===== config.mk =====
export PLATFORM = sky130hd
export DESIGN_NAME = trdb_branch_pkt_emitter
export DESIGN_NICKNAME = d
export VERILOG_FILES = /design/src/rtl/trdb_branch_pkt_emitter.sv
export SDC_FILE = /design/constraint.sdc
export NUM_CORES = 1
export LEC_CHECK = 0
export ABC_AREA = 1
export ABC_CLOCK_PERIOD_IN_PS = 1900
export CORE_MARGIN = 5
export CORE_UTILIZATION = 40
export DETAILED_ROUTE_END_ITERATION = 10
export GPL_TIMING_DRIVEN = 0
export PLACE_DENSITY = 0.69
export SLEW_MARGIN = 20
export SYNTH_ARGS = -nofsm -noshare
export SYNTH_HDL_FRONTEND = slang
export SYNTH_SLANG_ARGS = --single-unit

===== constraint.sdc =====
create_clock -name clk_i -period 1.9 [get_ports clk_i]
set_input_delay 0.38 -clock clk_i [delete_from_list [all_inputs] [get_ports clk_i]]
set_output_delay 0.38 -clock clk_i [all_outputs]
set_load 0.05 [all_outputs]

===== src/rtl/trdb_branch_pkt_emitter.sv =====
// Snapshots the branch map into a format-1 (branch) packet payload when the map fills or an
// address-bearing packet is requested, flushes the map in the same cycle, and hands it on.
module trdb_branch_pkt_emitter #(
    parameter int BRANCH_MAP_LEN   = 31,
    parameter int BRANCH_COUNT_LEN = 5,
    parameter int XLEN             = 32
) (
    input  logic                        clk_i,
    input  logic                        rst_ni,
    input  logic [BRANCH_MAP_LEN-1:0]   map_i,
    input  logic [BRANCH_COUNT_LEN-1:0] branches_i,
    input  logic                        is_full_i,
    input  logic                        addr_req_i,
    input  logic [XLEN-1:0]             addr_i,
    input  logic                        pkt_ready_i,
    output logic                        flush_o,
    output logic                        pkt_valid_o,
    output logic [1:0]                  pkt_format_o,
    output logic [BRANCH_COUNT_LEN-1:0] pkt_branches_o,
    output logic [BRANCH_MAP_LEN-1:0]   pkt_map_o,
    output logic                        pkt_has_addr_o,
    output logic [XLEN-1:0]             pkt_addr_o,
    output logic                        busy_o,
    output logic                        overflow_o
);

    // Payload handshake: the payload transfers on a cycle where pkt_valid_o & pkt_ready_i;
    // while pkt_valid_o is high and pkt_ready_i is low every field holds its value.

    typedef enum logic {IDLE, SEND} state_e;

    state_e                      state_q, state_d;
    logic                        pend_valid_q, pend_valid_d;
    logic [XLEN-1:0]             pend_addr_q, pend_addr_d;
    logic                        overflow_q, overflow_d;
    logic [BRANCH_COUNT_LEN-1:0] branches_q, branches_d;
    logic [BRANCH_MAP_LEN-1:0]   map_q, map_d;
    logic                        has_addr_q, has_addr_d;
    logic [XLEN-1:0]             addr_q, addr_d;

    logic                        req_now;
    logic [XLEN-1:0]             cap_addr;

    assign req_now  = addr_req_i | pend_valid_q;
    assign cap_addr = pend_valid_q ? pend_addr_q : addr_i;

    always_comb begin
        state_d      = state_q;
        pend_valid_d = pend_valid_q;
        pend_addr_d  = pend_addr_q;
        overflow_d   = overflow_q;
        branches_d   = branches_q;
        map_d        = map_q;
        has_addr_d   = has_addr_q;
        addr_d       = addr_q;
        flush_o      = 1'b0;

        case (state_q)
            IDLE: begin
                if (is_full_i | req_now) begin
                    // A pending request is consumed here; a simultaneous new one takes its place.
                    if (pend_valid_q) begin
                        pend_valid_d = addr_req_i;
                        if (addr_req_i) begin
                            pend_addr_d = addr_i;
                        end
                    end
                    // An empty, non-full map yields no branch packet at all.
                    if (is_full_i || (branches_i != '0)) begin
                        flush_o    = 1'b1;
                        state_d    = SEND;
                        has_addr_d = ~is_full_i | req_now;
                        addr_d     = (~is_full_i | req_now) ? cap_addr : '0;
                        if (is_full_i) begin
                            branches_d = req_now ? BRANCH_COUNT_LEN'(BRANCH_MAP_LEN) : '0;
                        end else begin
                            branches_d = branches_i;
                        end
                        for (int i = 0; i < BRANCH_MAP_LEN; i++) begin
                            map_d[i] = map_i[i] & (is_full_i | (BRANCH_COUNT_LEN'(i) < branches_i));
                        end
                    end
                end
            end
            SEND: begin
                if (addr_req_i) begin
                    if (pend_valid_q) begin
                        overflow_d = 1'b1;
                    end else begin
                        pend_valid_d = 1'b1;
                        pend_addr_d  = addr_i;
                    end
                end
                // The map cannot be flushed while a packet is outstanding.
                if (is_full_i) begin
                    overflow_d = 1'b1;
                end
                if (pkt_ready_i) begin
                    state_d = IDLE;
                end
            end
            default: state_d = IDLE;
        endcase
    end

    always_ff @(posedge clk_i or negedge rst_ni) begin
        if (!rst_ni) begin
            state_q      <= IDLE;
            pend_valid_q <= 1'b0;
            pend_addr_q  <= '0;
            overflow_q   <= 1'b0;
            branches_q   <= '0;
            map_q        <= '0;
            has_addr_q   <= 1'b0;
            addr_q       <= '0;
        end else begin
            state_q      <= state_d;
            pend_valid_q <= pend_valid_d;
            pend_addr_q  <= pend_addr_d;
            overflow_q   <= overflow_d;
            branches_q   <= branches_d;
            map_q        <= map_d;
            has_addr_q   <= has_addr_d;
            addr_q       <= addr_d;
        end
    end

    assign pkt_valid_o    = (state_q == SEND);
    assign busy_o         = (state_q == SEND);
    assign pkt_format_o   = pkt_valid_o ? 2'b01 : 2'b00;
    assign pkt_branches_o = pkt_valid_o ? branches_q : '0;
    assign pkt_map_o      = pkt_valid_o ? map_q : '0;
    assign pkt_has_addr_o = pkt_valid_o & has_addr_q;
    assign pkt_addr_o     = pkt_valid_o ? addr_q : '0;
    assign overflow_o     = overflow_q;

endmodule


==> flow_summary.json, run 1 <==
{
  "outcome": "finished, final reports clean",
  "hold_depth": 3,
  "slew_headroom": 0.642,
  "r2r_start": "busy_o$_DFF_PN0_",
  "min-delay-start": "addr_req_i",
  "avgSynthCellArea_sq_um": 7.54,
  "r2r_cells": 6,
  "syn_area_sq_um": 5240,
  "critPathBufInv": 5,
  "mostFrequentLayoutCell": "nand2_1",
  "overflow": 0,
  "track_usage": 0.212,
  "clkLatencyLatePin_ns": 0.34,
  "dieWidth_um": 124,
  "post_drt_via_cell_ratio": 4.81,
  "cp-end-kind": "primary output",
  "synth_top_area_cell": "dfrtp_1",
  "die_h_um": 124,
  "reg2reg_slack_ns": 0.16,
  "cts.sinks": 104,
  "fin_skew_ns": 0.00608,
  "slowest_stage": "dfrtp_2",
  "portBuffers": 146,
  "htree_num_levels": 3,
  "total_power_w": 0.0143,
  "peakVddDrop_mv": 0.863,
  "dieArea_sq_um": 15500,
  "path_max_fanout": 7,
  "powerDensity_nw_per_um2": 1920,
  "cp_top_family": "buffers and inverters",
  "grt_max_degree": 63,
  "area_growth_pct": 42.1,
  "cp_common_cell": "buf_6",
  "yosys.area.top_type_share": 0.497,
  "row_count": 41,
  "fin_crit_ns": 1.90,
  "tns_ns": 0,
  "crit_path_start_kind": "flop",
  "dr.pass1.iters": 5,
  "final_antenna_net_count": 0,
  "drc_errors": 0,
  "grt_pass1_wl_mm": 26.5,
  "layout.nets": 940,
  "synth_nets": 768,
  "maxSlewViolCount": 0,
  "critical_path_class": "flop to primary output",
  "synth-seq-cells": 104,
  "hp-class": "primary input to flop",
  "cts_buffers": 9,
  "grt_pass1_vias": 5035,
  "start_util": 0.412,
  "worst_pin_slew_ns": 0.534,
  "cts_tree": "built",
  "ys_types": 22,
  "cap_violations": 0,
  "antenna_found_initial": 0,
  "rsz0062_at_grt": "yes",
  "crit_arrival_ns": 1.52,
  "yosysWarnings": 0,
  "max_stage_delay_ns": 0.43,
  "clk_pin_slew_worst_paths_ns": 0.07,
  "p_leak_nw": 4.01,
  "antennaDiodeCount": 0,
  "path_cells": "buf_6 -> buf_12 -> clkbuf_16 -> nand2_4 -> clkinvlp_4 -> buf_6",
  "path_depth": 6,
  "hold_viol": 0,
  "hpwl_mm": 12.2,
  "routed_wl_mm": 16.8,
  "fmax_mhz": 527,
  "ys_seq_area_frac": 0.497,
  "drtIter0Drc": 330,
  "hold_slack_ns": 0.352,
  "core_area_sq_um": 12700,
  "gp_congestion": 0.853,
  "io_pins": 148,
  "avgRoutedWirePerCell_um": 16.1,
  "drive_gt1_frac": 0.218,
  "final_cell_mix": "211 x nand2_1, 103 x dfrtp_1, 99 x inv_1",
  "syn_inst": 695,
  "regToRegEndpoint": "pend_addr_q[8]$_DFFE_PN0P_",
  "setup_viol": 0,
  "hold_path_end": "pend_valid_q$_DFFE_PN0P_",
  "synth.area.top_cells": "dfrtp_1 50%, nand2_1 16%, inv_1 7.9%",
  "cts_root_buffer": "clkbuf_16",
  "num_vias": 5019,
  "min_period_over_period": 0.998,
  "required_ns": 1.52,
  "ctsLongestPathBuffers": 2
}
timing repair:
item | 4_1_cts | 5_1_grt
hold buffers | 1 | 0
endpoints found under the setup margin | 74 | 39
setup buffers | 1 | 10
gates cloned | 0 | 2
resized for setup | 463 | 35
hold endpoints to repair | 42 | 0
pin swaps | 2 | 2
layout make-up:
type	count	area, sq um
timing repair buffer	161	1480
sequential	104	2600
fill	1279	5280
inverter	114	465
tap	172	215
buffer	38	332
multi-input combinational	439	2050
clock buffer	11	243
clock inverter	5	62.6
state kept, by name (all words and copies together) (netlist names):
name and flops:
addr_q 32, branches_q 5, busy_o 1, has_addr_q 1, map_q 31, overflow_o 1, pend_addr_q 32, pend_valid_q 1
synthesized netlist by cell type, drive strengths merged:
cell and number:
inv 114, conb 1, nand3 26, nand2 225, nor2 54, clkbuf 11, buf 27, or2 1
a21oi 33, o21ai 99, dfrtp 104
cell families (layout without fill, tap and decap cells):
logic type	count (synthesis)	count (layout)	share of synthesized area
other	1	1	0.000715
DFF	104	104	0.497
and+or+nand+nor	306	306	0.230
AOI/OAI and AO/OA	132	132	0.142
buffers and inverters	152	329	0.131
worst min-delay path, stage by stage:
cell and delay [ns]:
dlymetal6s2s_1 0.13, nand2_1 0.08, nand3_1 0.06
power breakdown:
| part | total [W] | leakage, nW | switching [W] | internal [W] |
|---|---|---|---|---|
| logic | 0.00853 | 2.58 | 0.00565 | 0.00288 |
| registers | 0.00386 | 1.29 | 0.000606 | 0.00325 |
| clock network | 0.00192 | 0.143 | 0.000849 | 0.00107 |
| total | 0.0143 | 4.01 | 0.00710 | 0.00720 |
metal layers:
layer  share of wire  vias up  global-route usage
met5               0        -                   0
met4           0.017        0              0.0529
li1                -     2464                   -
met1            0.46     2338               0.293
met2            0.47      194               0.343
met3           0.055       23              0.0420
per-stage QoR:
stage	worst slack [ns]	std cells	utilization	cell area, sq um
after detailed placement	-1.13	1014	0.549	6990
after floorplan	0.0739	695	-	5280
after CTS	-0.0543	1032	0.568	7230
final	0.00362	1044	0.585	7450
after global placement	-3.79	1013	0.547	6960
after global routing	-0.0484	1044	0.585	7450
worst max path at each step:
stage,startpoint,endpoint,slack (ns)
3_3_place_gp,rst_ni,busy_o$_DFF_PN0_,-3.79
4_1_cts,busy_o$_DFF_PN0_,pkt_addr_o[2],-0.05
2_1_floorplan,busy_o$_DFF_PN0_,flush_o,0.07
6_report,busy_o$_DFF_PN0_,pkt_addr_o[16],0.004
5_1_grt,busy_o$_DFF_PN0_,pkt_map_o[1],-0.05
3_5_place_dp,branches_i[2],flush_o,-1.13
(Power assumes the default switching activity.)
==> run 2: changes to the inputs <==
- ABC_CLOCK_PERIOD_IN_PS: 1900 -> 2200
- GPL_TIMING_DRIVEN: 0 -> default
- clock period: 1.9 -> 2.2 ns (I/O delays scaled with it)
==> flow_summary.json, run 2 (synthesis gave the netlist of run 1 again) <==
{
  "outcome": "finished, final reports clean",
  "num_vias": 4896,
  "drtIter0Drc": 350,
  "r2r_cells": 6,
  "portBuffers": 146,
  "drive_gt1_frac": 0.181,
  "cp-end-kind": "primary output",
  "instances_no_fill": 1016,
  "fmax_mhz": 480,
  "fin_crit_ns": 2.08,
  "tns_ns": 0,
  "grt_pass1_wl_mm": 25.6,
  "hold_buffers": 0,
  "die_h_um": 124,
  "hold_slack_ns": 0.0929,
  "reg.largest.list": "addr_q: 32 flops, pend_addr_q: 32 flops, map_q: 31 flops",
  "start_util": 0.412,
  "worst_pin_slew_ns": 0.623,
  "cp_top_family": "flip-flops",
  "layout.nets": 912,
  "cts_setup_buffers": 0,
  "ctsResizeCount": 0,
  "core_area_sq_um": 12700,
  "post_drt_via_cell_ratio": 4.82,
  "avgRoutedWirePerCell_um": 15.0,
  "hp-class": "primary input to async pin",
  "htree_num_levels": 3,
  "cp_common_cell": "buf_12",
  "dr.pass1.iters": 5,
  "critPathBufInv": 3,
  "maxSlewViolCount": 0,
  "track_usage": 0.200,
  "fill_cells": 1118,
  "final_cell_mix": "219 x nand2_1, 110 x inv_1, 102 x dfrtp_1",
  "slowest_stage": "dfrtp_2",
  "total_power_w": 0.0131,
  "final_antenna_net_count": 0,
  "dieArea_sq_um": 15500,
  "cts_tree": "built",
  "path_max_fanout": 46,
  "antenna_found_initial": 0,
  "path_cells": "buf_12 -> nand2_1 -> inv_1 -> buf_12",
  "rsz0062_at_grt": "no",
  "crit_arrival_ns": 1.64,
  "min_period_over_period": 0.947,
  "p_leak_nw": 4.14,
  "grt_max_degree": 66,
  "required_ns": 1.76,
  "max_stage_delay_ns": 0.62,
  "crit_path_start_kind": "flop",
  "grt_pass1_vias": 5050,
  "r2r_start": "pend_valid_q$_DFFE_PN0P_",
  "crit_path_start": "busy_o$_DFF_PN0_",
  "cts_buffers": 9,
  "dpl.cell_count": 1000,
  "area_growth_pct": 51.7,
  "clk_pin_slew_worst_paths_ns": 0.07,
  "cts_root_buffer": "clkbuf_16",
  "ctsLongestPathBuffers": 2,
  "mostFrequentLayoutCell": "nand2_1",
  "antennaDiodeCount": 0,
  "routed_wl_mm": 15.2,
  "dieWidth_um": 124,
  "setup_viol": 0,
  "io_pins": 148,
  "clkLatencyLatePin_ns": 0.34,
  "slew_headroom": 0.585,
  "peakVddDrop_mv": 0.747,
  "cap_violations": 0,
  "reg2reg_slack_ns": 0.47,
  "cts.sinks": 104,
  "gp_congestion": 0.938,
  "row_count": 41,
  "powerDensity_nw_per_um2": 1640,
  "fin_skew_ns": 0.00365,
  "overflow": 0,
  "regToRegEndpoint": "pend_addr_q[28]$_DFFE_PN0P_",
  "hpwl_mm": 11.5,
  "hold_viol": 0,
  "drc_errors": 0,
  "critical_path_class": "flop to primary output"
}
## run 2: cell types whose count changed in the layout (fill, tap and decap cells not counted), moves of 9 or more
cell,before,now
buf_6,20,0
nand2_4,10,1
buf_12,2,78
clkinvlp_4,12,1
buf_4,62,21
buf_2,14,0
inv_1,99,110
buf_8,9,0
## run 2: final cells by class
type / count / area [sq um] / area share
inverter: 114 / 428 / 0.0538
timing repair buffer: 171 / 2440 / 0.307
tap: 172 / 215 / 0.0271
sequential: 104 / 2610 / 0.328
clock inverter: 6 / 65.1 / 0.00818
clock buffer: 10 / 239 / 0.0301
multi-input combinational: 439 / 1960 / 0.247
## run 2: how the worst max path moves through the flow
stage / end / cells past startpoint
detailed placement: addr_q[19]$_DFFE_PN0P_ / 7
finish: pkt_map_o[3] / 4
global route: pkt_addr_o[17] / 4
global placement: addr_q[1]$_DFFE_PN0P_ / 9
floorplan: pkt_addr_o[15] / 5
CTS: pkt_map_o[12] / 4
## run 2: power by group
| group | internal [W] | switching [W] | total, W | leakage, nW |
|---|---|---|---|---|
| sequential | 0.00281 | 0.000527 | 0.00334 | 1.29 |
| combinational | 0.00337 | 0.00471 | 0.00808 | 2.70 |
| clock | 0.000918 | 0.000721 | 0.00164 | 0.149 |
| total | 0.00710 | 0.00596 | 0.0131 | 4.14 |
## run 2: routing by layer
metal  share of wire  global-route usage  vias to the layer above  wire (um)
li1                -                   -                     2405          -
met1            0.45               0.270                     2288       6910
met2            0.48               0.329                      185       7350
met3           0.052              0.0395                       18        793
met4           0.011              0.0522                        0        174
met5               0                   0                        -          0
## run 2: through the flow
stage | util | setup slack, ns | cell area, sq um
global route | 0.625 | 0.0417 | 7950
floorplan | - | 0.00498 | 5240
CTS | 0.625 | 0.108 | 7950
global placement | 0.601 | 0.163 | 7650
finish | 0.625 | 0.116 | 7950
detailed placement | 0.601 | 0.0940 | 7650
==> run 3: changes to the inputs <==
- CELL_PAD_IN_SITES_DETAIL_PLACEMENT: default -> 0
- CELL_PAD_IN_SITES_GLOBAL_PLACEMENT: default -> 1
- CORE_UTILIZATION: 40 -> 37
- PLACE_DENSITY: 0.69 -> default
- PLACE_DENSITY_LB_ADDON: default -> 0.1
==> flow_summary.json, run 3 (synthesis gave the netlist of run 1 again) <==
{
  "outcome": "finished, final reports clean",
  "setup_viol": 0,
  "cap_violations": 0,
  "mostFrequentLayoutCell": "nand2_1",
  "rsz0062_at_grt": "no",
  "pre_cts_ws_ns": 0.137,
  "grt_max_degree": 66,
  "peakVddDrop_mv": 0.750,
  "crit_arrival_ns": 1.66,
  "drc_errors": 0,
  "area_growth_pct": 51.9,
  "final_cell_mix": "219 x nand2_1, 110 x inv_1, 102 x dfrtp_1",
  "drive_gt1_frac": 0.180,
  "required_ns": 1.76,
  "ctsLongestPathBuffers": 2,
  "fin_ws_ns": 0.104,
  "io_pins": 148,
  "fill_cells": 1270,
  "cts_tree": "built",
  "slowest_stage": "clkdlybuf4s50_1",
  "cts_root_buffer": "clkbuf_16",
  "gp_congestion": 0.872,
  "antennaDiodeCount": 0,
  "num_vias": 4764,
  "crit_path_start_kind": "primary input",
  "htree_num_levels": 3,
  "grt_pass1_vias": 4766,
  "dr.pass1.iters": 5,
  "antenna_found_initial": 0,
  "hpwl_mm": 10.7,
  "hp-class": "primary input to async pin",
  "final_antenna_net_count": 0,
  "critical_path_class": "primary input to primary output",
  "grt_pass1_wl_mm": 23.5,
  "p_leak_nw": 4.15,
  "layout.nets": 916,
  "start_util": 0.378,
  "row_count": 43,
  "cts_buffers": 9,
  "portBuffers": 146,
  "ctsResizeCount": 0,
  "powerDensity_nw_per_um2": 1620,
  "fin_util": 0.573,
  "routed_wl_mm": 14.4,
  "clkLatencyLatePin_ns": 0.33,
  "multi_input_area_sq_um": 1960,
  "track_usage": 0.177,
  "path_max_fanout": 6,
  "max_stage_delay_ns": 0.56,
  "hold_viol": 0,
  "cts_setup_buffers": 0,
  "clk_pin_slew_worst_paths_ns": 0.07,
  "dieWidth_um": 129,
  "critPathBufInv": 3,
  "hold_slack_ns": 0.117,
  "tns_ns": 0,
  "cts.sinks": 104,
  "min_period_over_period": 0.953,
  "hold_buffers": 0,
  "dieArea_sq_um": 16600,
  "maxSlewViolCount": 0,
  "worst_pin_slew_ns": 0.640,
  "fin_crit_ns": 2.10,
  "reg.largest.list": "addr_q: 32 flops, pend_addr_q: 32 flops, map_q: 31 flops",
  "drtIter0Drc": 288,
  "fmax_mhz": 477,
  "slew_headroom": 0.573,
  "fin_skew_ns": 0.00478,
  "post_drt_via_cell_ratio": 4.63,
  "die_h_um": 129,
  "cp_top_family": "buffers and inverters",
  "core_area_sq_um": 13900,
  "overflow": 0,
  "avgRoutedWirePerCell_um": 14.0,
  "cp-end-kind": "primary output",
  "seqCellArea_sq_um": 2610,
  "path_cells": "clkdlybuf4s50_1 -> inv_2 -> nand2_2 -> nor2_1 -> nor2_2 -> buf_12"
}
## run 3: changes by cell type in the layout (fill, tap and decap cells not counted), sizes merged
cell      change
clkbuf        +3
bufinv        -1
clkinv        +1
inv           -2
clkinvlp      -1
buf           +4
## run 3: path summary, 6_finish.rpt
check | from | endpoint | slack (ns) | depth (start not counted)
setup / recovery | branches_i[4] | flush_o | 0.10 | 6
hold / removal | rst_ni | addr_q[30]$_DFFE_PN0P_ | 0.12 | 1
setup reg to reg | pend_valid_q$_DFFE_PN0P_ | pend_addr_q[3]$_DFFE_PN0P_ | 0.55 | 5
hold reg to reg | map_q[1]$_DFFE_PN0P_ | map_q[1]$_DFFE_PN0P_ | 0.48 | 2
max in group asynchronous | rst_ni | map_q[13]$_DFFE_PN0P_ | 1.44 | 2
min in group clk_i | map_q[1]$_DFFE_PN0P_ | map_q[1]$_DFFE_PN0P_ | 0.48 | 2
## run 3: power by group
group | switching [W] | internal (W) | leakage [nW] | total [W]
sequential | 0.000499 | 0.00281 | 1.29 | 0.00331
clock | 0.000672 | 0.000769 | 0.128 | 0.00144
combinational | 0.00469 | 0.00343 | 2.73 | 0.00811
total | 0.00586 | 0.00701 | 4.15 | 0.0129
## run 3: metal layers
| layer | track usage | routed length, um | vias to the layer above |
|---|---|---|---|
| li1 | - | - | 2416 |
| met1 | 0.243 | 6720 | 2206 |
| met2 | 0.291 | 6840 | 128 |
| met3 | 0.0243 | 666 | 14 |
| met4 | 0.0537 | 190 | 0 |
| met5 | 0 | 0 | - |
## run 3: layout make-up
type / count / share of cell area
Clock buffer: 13 / 0.0302
Clock inverter: 3 / 0.00236
Inverter: 114 / 0.0538
Multi-Input combinational cell: 439 / 0.246
Sequential cell: 104 / 0.327
Tap cell: 180 / 0.0283
Timing Repair Buffer: 175 / 0.312
## run 3: stage by stage
stage / total power, W / area, sq um / std cells
3_5_place_dp: 0.0115 / 7700 / 1012
5_1_grt: 0.0137 / 7960 / 1028
6_report: 0.0129 / 7960 / 1028
2_1_floorplan: 0.00799 / 5240 / 695
3_3_place_gp: 0.0114 / 7700 / 1012
4_1_cts: 0.0130 / 7960 / 1028
==> patch (config.mk and constraints of run 1) <==
Make the reset (`rst_ni`) synchronous in one clocked block.
--- a/src/rtl/trdb_branch_pkt_emitter.sv
+++ b/src/rtl/trdb_branch_pkt_emitter.sv
@@ -103,7 +103,7 @@
         endcase
     end
 
-    always_ff @(posedge clk_i or negedge rst_ni) begin
+    always_ff @(posedge clk_i) begin
         if (!rst_ni) begin
             state_q      <= IDLE;
             pend_valid_q <= 1'b0;
Behaviour: differs if rst_ni is asserted again (counterexample within 4 cycles, from zero or initial values and one cycle with rst_ni low); with rst_ni held inactive, the same outputs for 4 cycles.
==> patch against run 1 <==
- core utilization is 4.0 points lower
- sequential cell count unchanged
- final area down 3.8%
- synthesized area rose by 1.2%
- wire length rose by 2.0%
- synthesized cell count increased by 27%
- setup slack better by 0.043 ns
- largest cell class is now multi-input gates
Power is not compared: it rests on default switching activity, and its combinational part moved more than twofold at a synthesized area within 25%.
==> patch: results (changes against run 1) <==
[routing]
wl_per_cell_um=14.01  ; -13%
detail_route.vias_per_cell=4.661  ; -3.0%
detail_route.wirelength_um=17120  ; +2.0%
drt_first_pass_iters=5  ; unchanged
initialDrtViolationCount=436  ; +32%

[cts]
clk_root_buffer_cell=sky130_fd_sc_hd__clkbuf_16
cts-buffers-inserted=9  ; unchanged
ctsLongestPathBuffers=2  ; unchanged
clk_latency_ns=0.35

[synth]
synth_cell_type_count=23  ; +4.5%
syn-instance-count=883  ; +27%
synthTopCellsByCount=sky130_fd_sc_hd__nand2_1 (301), sky130_fd_sc_hd__nor2_1 (151), sky130_fd_sc_hd__inv_1 (116)
ys_top_cells_by_area=sky130_fd_sc_hd__dfxtp_1 (39%), sky130_fd_sc_hd__nand2_1 (21%), sky130_fd_sc_hd__nor2_1 (11%)
ys_async_sr_fraction_pct=0  ; -100 points
post_synthesis_sequential_area_ratio_pct=39.25  ; -10 points
synth_area_in_compound_gates_pct=8.137  ; -6.0 points
mappedNetlistNets=956  ; +24%
synth-main-ff-cell=sky130_fd_sc_hd__dfxtp_1

[sta]
final.setup_skew_ns=0.006667  ; +0.0005901 ns
max_slew.worst_pin.slew_ns=0.5680  ; +0.03353 ns
hold-worst-slack_ns=0.4621  ; +0.1100 ns
final_layout_setup_total_negative_slack_ns=0  ; unchanged

[worst_setup_path]
ff2ff_path_depth=8  ; +2
worstPathMaxFanout=10  ; +3
regToRegStartpoint=pend_valid_q
critical_path.slowest_cell=sky130_fd_sc_hd__dlygate4sd2_1
regToRegEndpoint=pend_addr_q[27]
critPathMaxStageDelay_ns=0.32  ; -0.11 ns
worst_ep_arrival_time_ns=1.47  ; -0.05 ns

[grt]
grt_pass1_vias=5484  ; +8.9%
grt_pass1_wl_um=27460  ; +3.6%
grt_usage_pct=21.43  ; +0.25 points
largest_net_degree_at_the_start_of_global_routing=19  ; -70%

[place]
detailed_place.area_um2=6948  ; -0.56%
dp_hpwl_um=12800  ; +5.1%
gp_congestion=0.9298  ; +9.0%
port_buffers=142  ; -2.7%
preCtsSetupSlack_ns=-1.246  ; -0.1144 ns
placed_cells_incl_taps=1201  ; +18%

[hold_path]
hold_depth=2  ; -1
hold_start=addr_q[10]
worst_hold_path.endpoint=addr_q[10]
timing.hold.worst.class=reg2reg

[status]
outcome=completed

[power]
peakVddDrop_mv=0.4005
power.switching_mw=1.961

[cells_and_area]
final_nets=1114  ; +19%
num-fill-cells=1391  ; +8.8%
share_of_layout_cells_above_drive_strength_1_pct=12.91  ; -8.9 points
antenna_cells_inserted=0  ; unchanged

patch: layout make-up:
type                    count  area, µm²  area share [%]
clock inverters             7      56.30          0.7858
repair buffers            147       1260           17.58
plain buffers              57      357.8           4.994
well taps                 176      220.2           3.073
multi-input cells         603       2501           34.90
inverters                 119      459.2           6.408
flip-flops and latches    104       2086           29.11
clock buffers               9      225.2           3.143
patch: repair_timing:
action,CTS,global route
pin swaps,1,2
setup endpoints to repair,74,64
buffers inserted,1,4
gates resized for setup,431,31
patch: how the worst max path moves through the flow:
stage	start	end	slack, ns	depth (start not counted)
6_report	branches_i[4]	flush_o	0.05	7
5_1_grt	branches_i[4]	flush_o	-0.03	7
4_1_cts	pend_valid_q	flush_o	-0.03	7
3_5_place_dp	is_full_i	flush_o	-1.25	7
3_3_place_gp	is_full_i	flush_o	-1.29	7
2_1_floorplan	busy_o	pkt_addr_o[1]	0.08	4
patch: cells by family (layout without fill, tap and decap cells):
family,after synthesis,count (layout)
other,1,1
AND/OR/NAND/NOR,519,519
buffers and inverters,176,339
flip-flops,104,104
AO/OA/AOI/OAI,83,83
patch: routing by layer:
layer	global-route usage [%]	share of wire, %	wire length (µm)	vias up
met5	0	0	0	-
met4	7.908	2.3	398	0
met3	3.753	6.9	1177	24
met2	34.26	45	7705	195
met1	29.10	46	7840	2519
li1	-	-	-	2958
patch: power groups by stage:
stage               logic [mW]  clock network (mW)  registers, mW
finish                    1.55                1.78           2.49
global route              1.70                1.90           2.51
CTS                       1.52                1.80           2.49
detailed placement        1.51                   0           2.53
global placement          1.50                   0           2.53
floorplan                0.965                   0           2.52
